===== src/rtl/apb_timer.sv =====
// APB timer: prescaled 32-bit counter with compare match, W1C pending flag and level irq.
// Transfers complete with one wait state; writes commit on the response edge.
module apb_timer #(
  parameter int unsigned ADDR_W  = 12,
  parameter int unsigned PRESC_W = 16
) (
  input  logic              clk_i,
  input  logic              rst_i,
  input  logic [ADDR_W-1:0] paddr_i,
  input  logic              psel_i,
  input  logic              penable_i,
  input  logic              pwrite_i,
  input  logic [31:0]       pwdata_i,
  input  logic [3:0]        pstrb_i,
  input  logic [2:0]        pprot_i,
  output logic [31:0]       prdata_o,
  output logic              pready_o,
  output logic              pslverr_o,
  output logic              irq_o
);

  localparam logic [2:0] IdxCtrl    = 3'd0;
  localparam logic [2:0] IdxPresc   = 3'd1;
  localparam logic [2:0] IdxCount   = 3'd2;
  localparam logic [2:0] IdxCompare = 3'd3;
  localparam logic [2:0] IdxStatus  = 3'd4;

  typedef enum logic {StIdle, StResp} state_e;

  state_e               state_q;
  logic [31:0]          prdata_q;
  logic                 pready_q, pslverr_q;

  logic [2:0]           ctrl_q, ctrl_d;
  logic [PRESC_W-1:0]   presc_q, presc_d;
  logic [PRESC_W-1:0]   pcnt_q, pcnt_d;
  logic [31:0]          count_q, count_d;
  logic [31:0]          compare_q, compare_d;
  logic                 pend_q, pend_d;

  logic                 access, commit, tick, hit, w1c, addr_err;
  logic [2:0]           reg_idx;
  logic [31:0]          rdata;
  logic                 unused_bits;

  function automatic logic [31:0] wmerge(input logic [31:0] old_val, input logic [31:0] wval,
                                         input logic [3:0] strb);
    logic [31:0] r;
    r = old_val;
    for (int b = 0; b < 4; b++) begin
      if (strb[b]) r[b*8 +: 8] = wval[b*8 +: 8];
    end
    return r;
  endfunction

  assign unused_bits = ^{pprot_i, paddr_i[1:0], paddr_i[ADDR_W-1:5]};

  assign reg_idx = paddr_i[4:2];
  assign access  = psel_i & penable_i;
  // Write lands only if the master is still holding the access phase in the response cycle.
  assign commit  = (state_q == StResp) & access & pwrite_i;
  assign tick    = ctrl_q[0] & (pcnt_q == presc_q);
  assign hit     = tick & (count_q == compare_q);
  assign w1c     = commit & (reg_idx == IdxStatus) & pstrb_i[0] & pwdata_i[0];

  always_comb begin
    rdata    = '0;
    addr_err = 1'b0;
    unique case (reg_idx)
      IdxCtrl:    rdata = {29'd0, ctrl_q};
      IdxPresc:   rdata = 32'(presc_q);
      IdxCount:   rdata = count_q;
      IdxCompare: rdata = compare_q;
      IdxStatus:  rdata = {31'd0, pend_q};
      default:    addr_err = 1'b1;
    endcase
  end

  always_comb begin
    ctrl_d    = ctrl_q;
    presc_d   = presc_q;
    compare_d = compare_q;
    pcnt_d    = '0;
    count_d   = count_q;
    if (ctrl_q[0]) pcnt_d = tick ? '0 : pcnt_q + PRESC_W'(1);
    if (hit)       count_d = ctrl_q[1] ? 32'd0 : count_q + 32'd1;
    else if (tick) count_d = count_q + 32'd1;
    // Software writes override the timer's own update in the same cycle.
    if (commit) begin
      unique case (reg_idx)
        IdxCtrl:    if (pstrb_i[0]) ctrl_d = pwdata_i[2:0];
        IdxPresc: begin
          presc_d = PRESC_W'(wmerge(32'(presc_q), pwdata_i, pstrb_i));
          pcnt_d  = '0;
        end
        IdxCount:   count_d   = wmerge(count_q, pwdata_i, pstrb_i);
        IdxCompare: compare_d = wmerge(compare_q, pwdata_i, pstrb_i);
        default:    ;
      endcase
    end
    pend_d = hit | (pend_q & ~w1c);
  end

  always_ff @(posedge clk_i) begin
    if (rst_i) begin
      ctrl_q    <= '0;
      presc_q   <= '0;
      pcnt_q    <= '0;
      count_q   <= '0;
      compare_q <= '0;
      pend_q    <= 1'b0;
    end else begin
      ctrl_q    <= ctrl_d;
      presc_q   <= presc_d;
      pcnt_q    <= pcnt_d;
      count_q   <= count_d;
      compare_q <= compare_d;
      pend_q    <= pend_d;
    end
  end

  always_ff @(posedge clk_i) begin
    if (rst_i) begin
      state_q   <= StIdle;
      prdata_q  <= '0;
      pready_q  <= 1'b0;
      pslverr_q <= 1'b0;
    end else begin
      unique case (state_q)
        StIdle: begin
          if (access) begin
            state_q   <= StResp;
            pready_q  <= 1'b1;
            prdata_q  <= rdata;
            pslverr_q <= addr_err;
          end
        end
        StResp: begin
          state_q   <= StIdle;
          pready_q  <= 1'b0;
          prdata_q  <= '0;
          pslverr_q <= 1'b0;
        end
      endcase
    end
  end

  assign prdata_o  = prdata_q;
  assign pready_o  = pready_q;
  assign pslverr_o = pslverr_q;
  assign irq_o     = pend_q & ctrl_q[2];

endmodule

===== config.mk =====
export PLATFORM = sky130hd
export DESIGN_NAME = apb_timer
export DESIGN_NICKNAME = d
export VERILOG_FILES = /design/src/rtl/apb_timer.sv
export SDC_FILE = /design/constraint.sdc
export NUM_CORES = 1
export LEC_CHECK = 0
export BUFFER_PORTS_ARGS = -buffer_cell sky130_fd_sc_hd__buf_4
export CORE_UTILIZATION = 54
export CTS_BUF_LIST = sky130_fd_sc_hd__clkbuf_2
export DETAILED_ROUTE_END_ITERATION = 6
export PLACE_DENSITY = 0.78
export SYNTH_ARGS = -nofsm -noshare
export SYNTH_HDL_FRONTEND = slang
export SYNTH_SLANG_ARGS = --single-unit

===== constraint.sdc =====
create_clock -name clk_i -period 2.8 [get_ports clk_i]
set_clock_uncertainty 0.05 [all_clocks]
set_input_delay 0.56 -clock clk_i [delete_from_list [all_inputs] [get_ports clk_i]]
set_output_delay 0.56 -clock clk_i [all_outputs]
set_load 0.02 [all_outputs]

Word-level counts from Yosys, hierarchy flattened
Index checks and enable logic that the tools add are counted.
{"block": "word_totals", "regBits": 135, "inputBits": 56, "out_inout_bits": 35, "wordCells": 75}
{"block": "classes", "n_addsub": 2, "eq_ne": 11, "n_mux": 23, "n_bitwise": 13, "n_reduce_logical": 9}
{"operator": "$mux 32", "count": 6}
{"operator": "$pmux 32 s5", "count": 1}
{"operator": "$mux 16", "count": 4}
{"operator": "$pmux 32 s2", "count": 1}
{"operator": "$add 32x1->32 const B", "count": 1}
{"operator": "$eq 32x32->1", "count": 1}
{"operator": "$mux 8", "count": 4}
{"operator": "$reduce_and 3->1", "count": 7}
{"operator": "$add 16x1->16 const B", "count": 1}
{"operator": "$eq 16x16->1", "count": 1}
{"operator": "$ne 3x3->1 const B", "count": 4}
{"operator": "$and 1x1->1", "count": 10}
{"operator": "$eq 3x2->1 const B", "count": 2}
{"operator": "$pmux 1 s2", "count": 3}
{"operator": "$reduce_or 5->1", "count": 1}
{"operator": "$mux 1", "count": 4}
{"operator": "$eq 3x1->1 const B", "count": 1}
{"operator": "$eq 3x3->1 const B", "count": 1}
{"operator": "$logic_not 3->1", "count": 1}
{"operator": "$ne 2x2->1 const B", "count": 1}
{"operator": "$not 1->1", "count": 2}
{"operator": "$or 1x1->1", "count": 1}

Logic depth before layout (Yosys ltp)
{"block": "logic_depth", "word_depth": 9, "mapped_depth": 9, "mapped_depth_nobuf": 8}

Least setup slack after synthesis
Ideal clock, no wire load.
{"block": "synth_path", "path_kind": "register -> register", "from": "reg pcnt_q[2]", "to": "reg count_q[30]", "arrival_time_ps": 2479, "required_ps": 2676, "slack_ps": 196, "stages_incl_launch_ff": 9, "cell_sequence": "dfxtp_1 > xor2_1 > nor4_1 > nand2_1 > or4_1 > buf_2 > or4_1 > or3_1 > a31oi_1"}
{"block": "synth_between", "elab_chain_cells": 6, "elab_cells_between_ends": 7, "classes_between": "eq/ne (1); mux (4); bitwise (2)"}
{"element": "start: declaration", "line": "36", "source": "logic [PRESC_W-1:0] pcnt_q, pcnt_d;"}
{"element": "start signal: assignment", "line": "115", "source": "pcnt_q <= pcnt_d;"}
{"element": "$eq 16x16->1 *", "line": "62", "source": "assign tick = ctrl_q[0] & (pcnt_q == presc_q);"}
{"element": "$and 1x1->1 *", "line": "62"}
{"element": "$mux 32 or $and 1x1->1 (tied branches)", "line": "87, 63"}
{"element": "$mux 32 *", "line": "86", "source": "if (hit) count_d = ctrl_q[1] ? 32'd0 : count_q + 32'd1;"}
{"element": "$mux 32", "line": "90", "source": "unique case (reg_idx)"}
{"element": "$mux 32 *", "line": "89", "source": "if (commit) begin"}
{"element": "end signal: assignment", "line": "116", "source": "count_q <= count_d;"}
{"element": "end: declaration", "line": "37", "source": "logic [31:0] count_q, count_d;"}
Every way passes the cells marked *; elsewhere a longest branch is shown, timed or not.
A chain may end at the register's enable or synchronous reset.

Worst setup path in the final report
{"block": "layout_path", "from": "reg presc_q[2]", "to": "reg count_q[30]"}
{"block": "layout_between", "elab_chain_cells": 6, "elab_cells_between_ends": 7, "classes_between": "eq/ne (1); mux (4); bitwise (2)"}
{"element": "start: declaration", "line": "35", "source": "logic [PRESC_W-1:0] presc_q, presc_d;"}
{"element": "start signal: assignment", "line": "114", "source": "presc_q <= presc_d;"}
{"element": "$eq 16x16->1 *", "line": "62"}
{"element": "$and 1x1->1 *", "line": "62"}
{"element": "$mux 32 or $and 1x1->1 (tied branches)", "line": "87, 63"}
{"element": "$mux 32 *", "line": "86"}
{"element": "$mux 32", "line": "90"}
{"element": "$mux 32 *", "line": "89"}
Marks and branches as above.

==> results_dict.tcl <==
set metrics [dict create \
    outcome "completed" \
    firstDrtPassIters 5 \
    setup.worst_path.class "reg -> reg" \
    layout_min_cycle_time_ns 2.70 \
    die_x_um 116 \
    place_area_um2 7870 \
    power_density_nw_per_um2 404 \
    slew_headroom 0.238 \
    antenna_left 0 \
    cp_data_arrival_time_ns 3.31 \
    drt-initial-drc-count 634 \
    required_ns 3.40 \
    fmax_mhz 370 \
    clkTransAtPathRegs_ns 0.19 \
    maxCapViolations 0 \
    swShare 0.249 \
    cp_max_fo 3 \
    critPathMaxStageDelay_ns 0.57 \
    grt_pass1_wl_um 31500 \
    synthXorXnorAreaFrac 0.0886 \
    syn_to_final_growth_pct 18.0 \
    p_int_mw 2.51 \
    root_buffer "clkbuf_2" \
    synth.area.top_cells "dfxtp_1 (38%), xor2_1 (6.9%), a21oi_1 (5.3%), nand3_1 (5.3%), nand2_1 (5.0%)" \
    ys_warn_count 0 \
    dieArea_um2 13500 \
    syn_inst 874 \
    clock_latency_ns 0.73 \
    initial_utilization 0.554 \
    ys_async_sr_fraction 0 \
    hp-class "in -> reg" \
    cts_setup_buffers 0 \
    multiInputGateArea_um2 4060 \
    grt_max_degree 120 \
    num_io_pins 91 \
    cts_tree "yes" \
    synth_area_per_cell_um2 8.03 \
    coreArea_um2 12700 \
    layout.nets 1012 \
    row_count 41 \
    clk_path_buf_depth 2 \
    synthFlopType "dfxtp_1" \
    syn_area_um2 7020 \
    grt_pass1_vias 6110 \
    syn-num-nets 932 \
    dp_hpwl_um 13800 \
    layout-drive-gt1-share 0.179 \
    critPathTopFamily "simple AND/OR/NAND/NOR gates" \
    cts_buffers 17 \
    p_comb_frac 0.070 \
    tns_ns 0 \
    io_buffer_count 78 \
    final_cell_area_um2 8290 \
    synth_top_family_by_area "simple AND/OR/NAND/NOR gates" \
    start_kind "flop" \
    worst_slew_pin_slew_ns 1.14 \
    fin_crit_sh 0.966 \
    synth_simple_gate_area_frac 0.237 \
    seqCellArea_um2 2710 \
    antenna_found_initial 0 \
    synthDistinctLibCells 44 \
    synthMuxAreaShare 0.0640 \
    synth_fa_ha_area_frac 0.00356 \
    worst-path-buf-inv 0 \
    crit_chain "xor2_1 > nor4_1 > nand2_1 > or4_4 > or4_1 > or3_1 > a31oi_1" \
    irDropWorstVdd_mv 0.216 \
    finalWeightedCongestion 0.900 \
    synth.top_cells.by_count "dfxtp_1 (135), nand2_1 (93), nor2_1 (90), a21oi_1 (75), nand3_1 (74)" \
    synth_edf_count 0 \
    vias 6879 \
    yosysTopAreaCell "dfxtp_1" \
    maxSlewViolCount 0 \
    p_sw_uw 836 \
    gr-total-overflow 0 \
    r2r_slack_ns 0.1 \
    synth_top_area_frac 0.385 \
    ys_seq_area_frac 0.385 \
    vias_per_cell 6.04 \
    wire_per_inst_um 17.2 \
    slowest_stage "or4_4" \
    hold_viol_final 0 \
    report.final.setup_viol 0 \
    grt_usage 0.307 \
    clkPwrFrac 0.354 \
    die_h_um 116 \
    ys_ff_latch 135 \
    nFillCells 1140 \
    synth-compound-area-share 0.182 \
    power_frac_seq 0.576 \
    leakagePower_nw 3.27 \
    numClockSinks 135 \
    drc 0 \
    end_kind "flop" \
    wirelength_um 19600 \
    rsz0062_at_grt "no" \
    diodes 0 \
    htree_levels 4 \
    synth.most_common_cell "dfxtp_1" \
]
-- tightest hold or removal path, delay by kind of cell --
| kind | cells | cell delay (ns) |
|---|---|---|
| AOI/OAI and AO/OA | 1 | 0.05 |
| buffers and inverters | 1 | 0.13 |
| and+or+nand+nor | 1 | 0.06 |
-- power by group through the flow --
| stage | registers, mW | clock network, mW | logic (mW) |
|---|---|---|---|
| after CTS | 1.93 | 1.21 | 0.228 |
| final | 1.93 | 1.19 | 0.233 |
| after floorplan | 1.97 | 0 | 0.110 |
| after global routing | 1.93 | 1.30 | 0.248 |
| after detailed placement | 1.97 | 0 | 0.209 |
| after global placement | 1.97 | 0 | 0.209 |
-- worst paths after layout --
check / start / to / cells past startpoint
setup / recovery: presc_q[2]$_SDFFE_PP0P_ / count_q[30]$_SDFFE_PP0P_ / 7
hold / removal: pwdata_i[6] / presc_q[6]$_SDFFE_PP0P_ / 3
setup reg to reg: presc_q[2]$_SDFFE_PP0P_ / count_q[30]$_SDFFE_PP0P_ / 7
hold reg to reg: compare_q[6]$_SDFFE_PP0P_ / compare_q[6]$_SDFFE_PP0P_ / 2
-- timing repair --
item | CTS | global route
resized for setup | 0 | 3
endpoints found under the hold margin | 18 | 1
hold buffers | 17 | 1
endpoints found under the setup margin | 0 | 1
-- per-stage QoR --
stage | utilization | total power, mW | cells | hold WS (ns) | setup slack, ns
global route | 0.654 | 3.48 | 1139 | 0.00337 | 0.0180
global placement | 0.621 | 2.18 | 1089 | 0.418 | 0.143
floorplan | - | 2.08 | 874 | 0.401 | 0.196
finish | 0.654 | 3.35 | 1139 | 0.0437 | 0.0954
CTS | 0.653 | 3.37 | 1138 | 0.000605 | 0.0317
detailed placement | 0.621 | 2.18 | 1089 | 0.425 | 0.146
-- state kept, by name, indices dropped and copies added (netlist names) --
| register | cells |
|---|---|
| compare_q | 32 |
| count_q | 32 |
| ctrl_q | 3 |
| pcnt_q | 16 |
| pend_q | 1 |
| prdata_o | 32 |
| pready_o | 1 |
| presc_q | 16 |
| pslverr_o | 1 |
| state_q | 1 |
-- layout make-up --
cell class / count / share of cell area
Multi-Input combinational cell: 664 / 0.490
Sequential cell: 135 / 0.326
Timing Repair Buffer: 130 / 0.126
Tap cell: 172 / 0.0260
Clock inverter: 12 / 0.0162
Clock buffer: 20 / 0.0121
Inverter: 6 / 0.00272
-- layer usage --
layer / vias up / GRT usage / share of wire
met4: 0 / 0.134 / 0.026
met3: 40 / 0.0769 / 0.099
met1: 3229 / 0.424 / 0.43
met5: - / 0 / 0
met2: 317 / 0.450 / 0.44
li1: 3293 / - / -
-- placed cells by master, fill, tap and decap left out, types with 13 or more instances in the layout --
master	netlist	routed
a21oi_1	75	74
a22o_1	29	29
a22oi_1	34	34
a31oi_1	13	13
buf_4	0	110
clkbuf_2	0	20
dfxtp_1	135	133
dlygate4sd3_1	0	18
mux2_2	19	19
mux2i_1	19	19
nand2_1	93	93
nand3_1	74	74
nor2_1	90	89
nor3_1	21	20
nor4_1	18	18
o21ai_0	21	21
xnor2_1	16	16
xor2_1	55	55
-- cells by family (layout without fill, tap and decap cells) --
logic type,after synthesis,after routing
AO/OA/AOI/OAI,198,198
XOR/XNOR,71,71
adder cells (fa/ha/maj),2,2
buffers and inverters,75,168
flip-flops,135,135
multiplexers,40,40
AND/OR/NAND/NOR,353,353
Note: power is estimated with default switching activity, not from simulation.
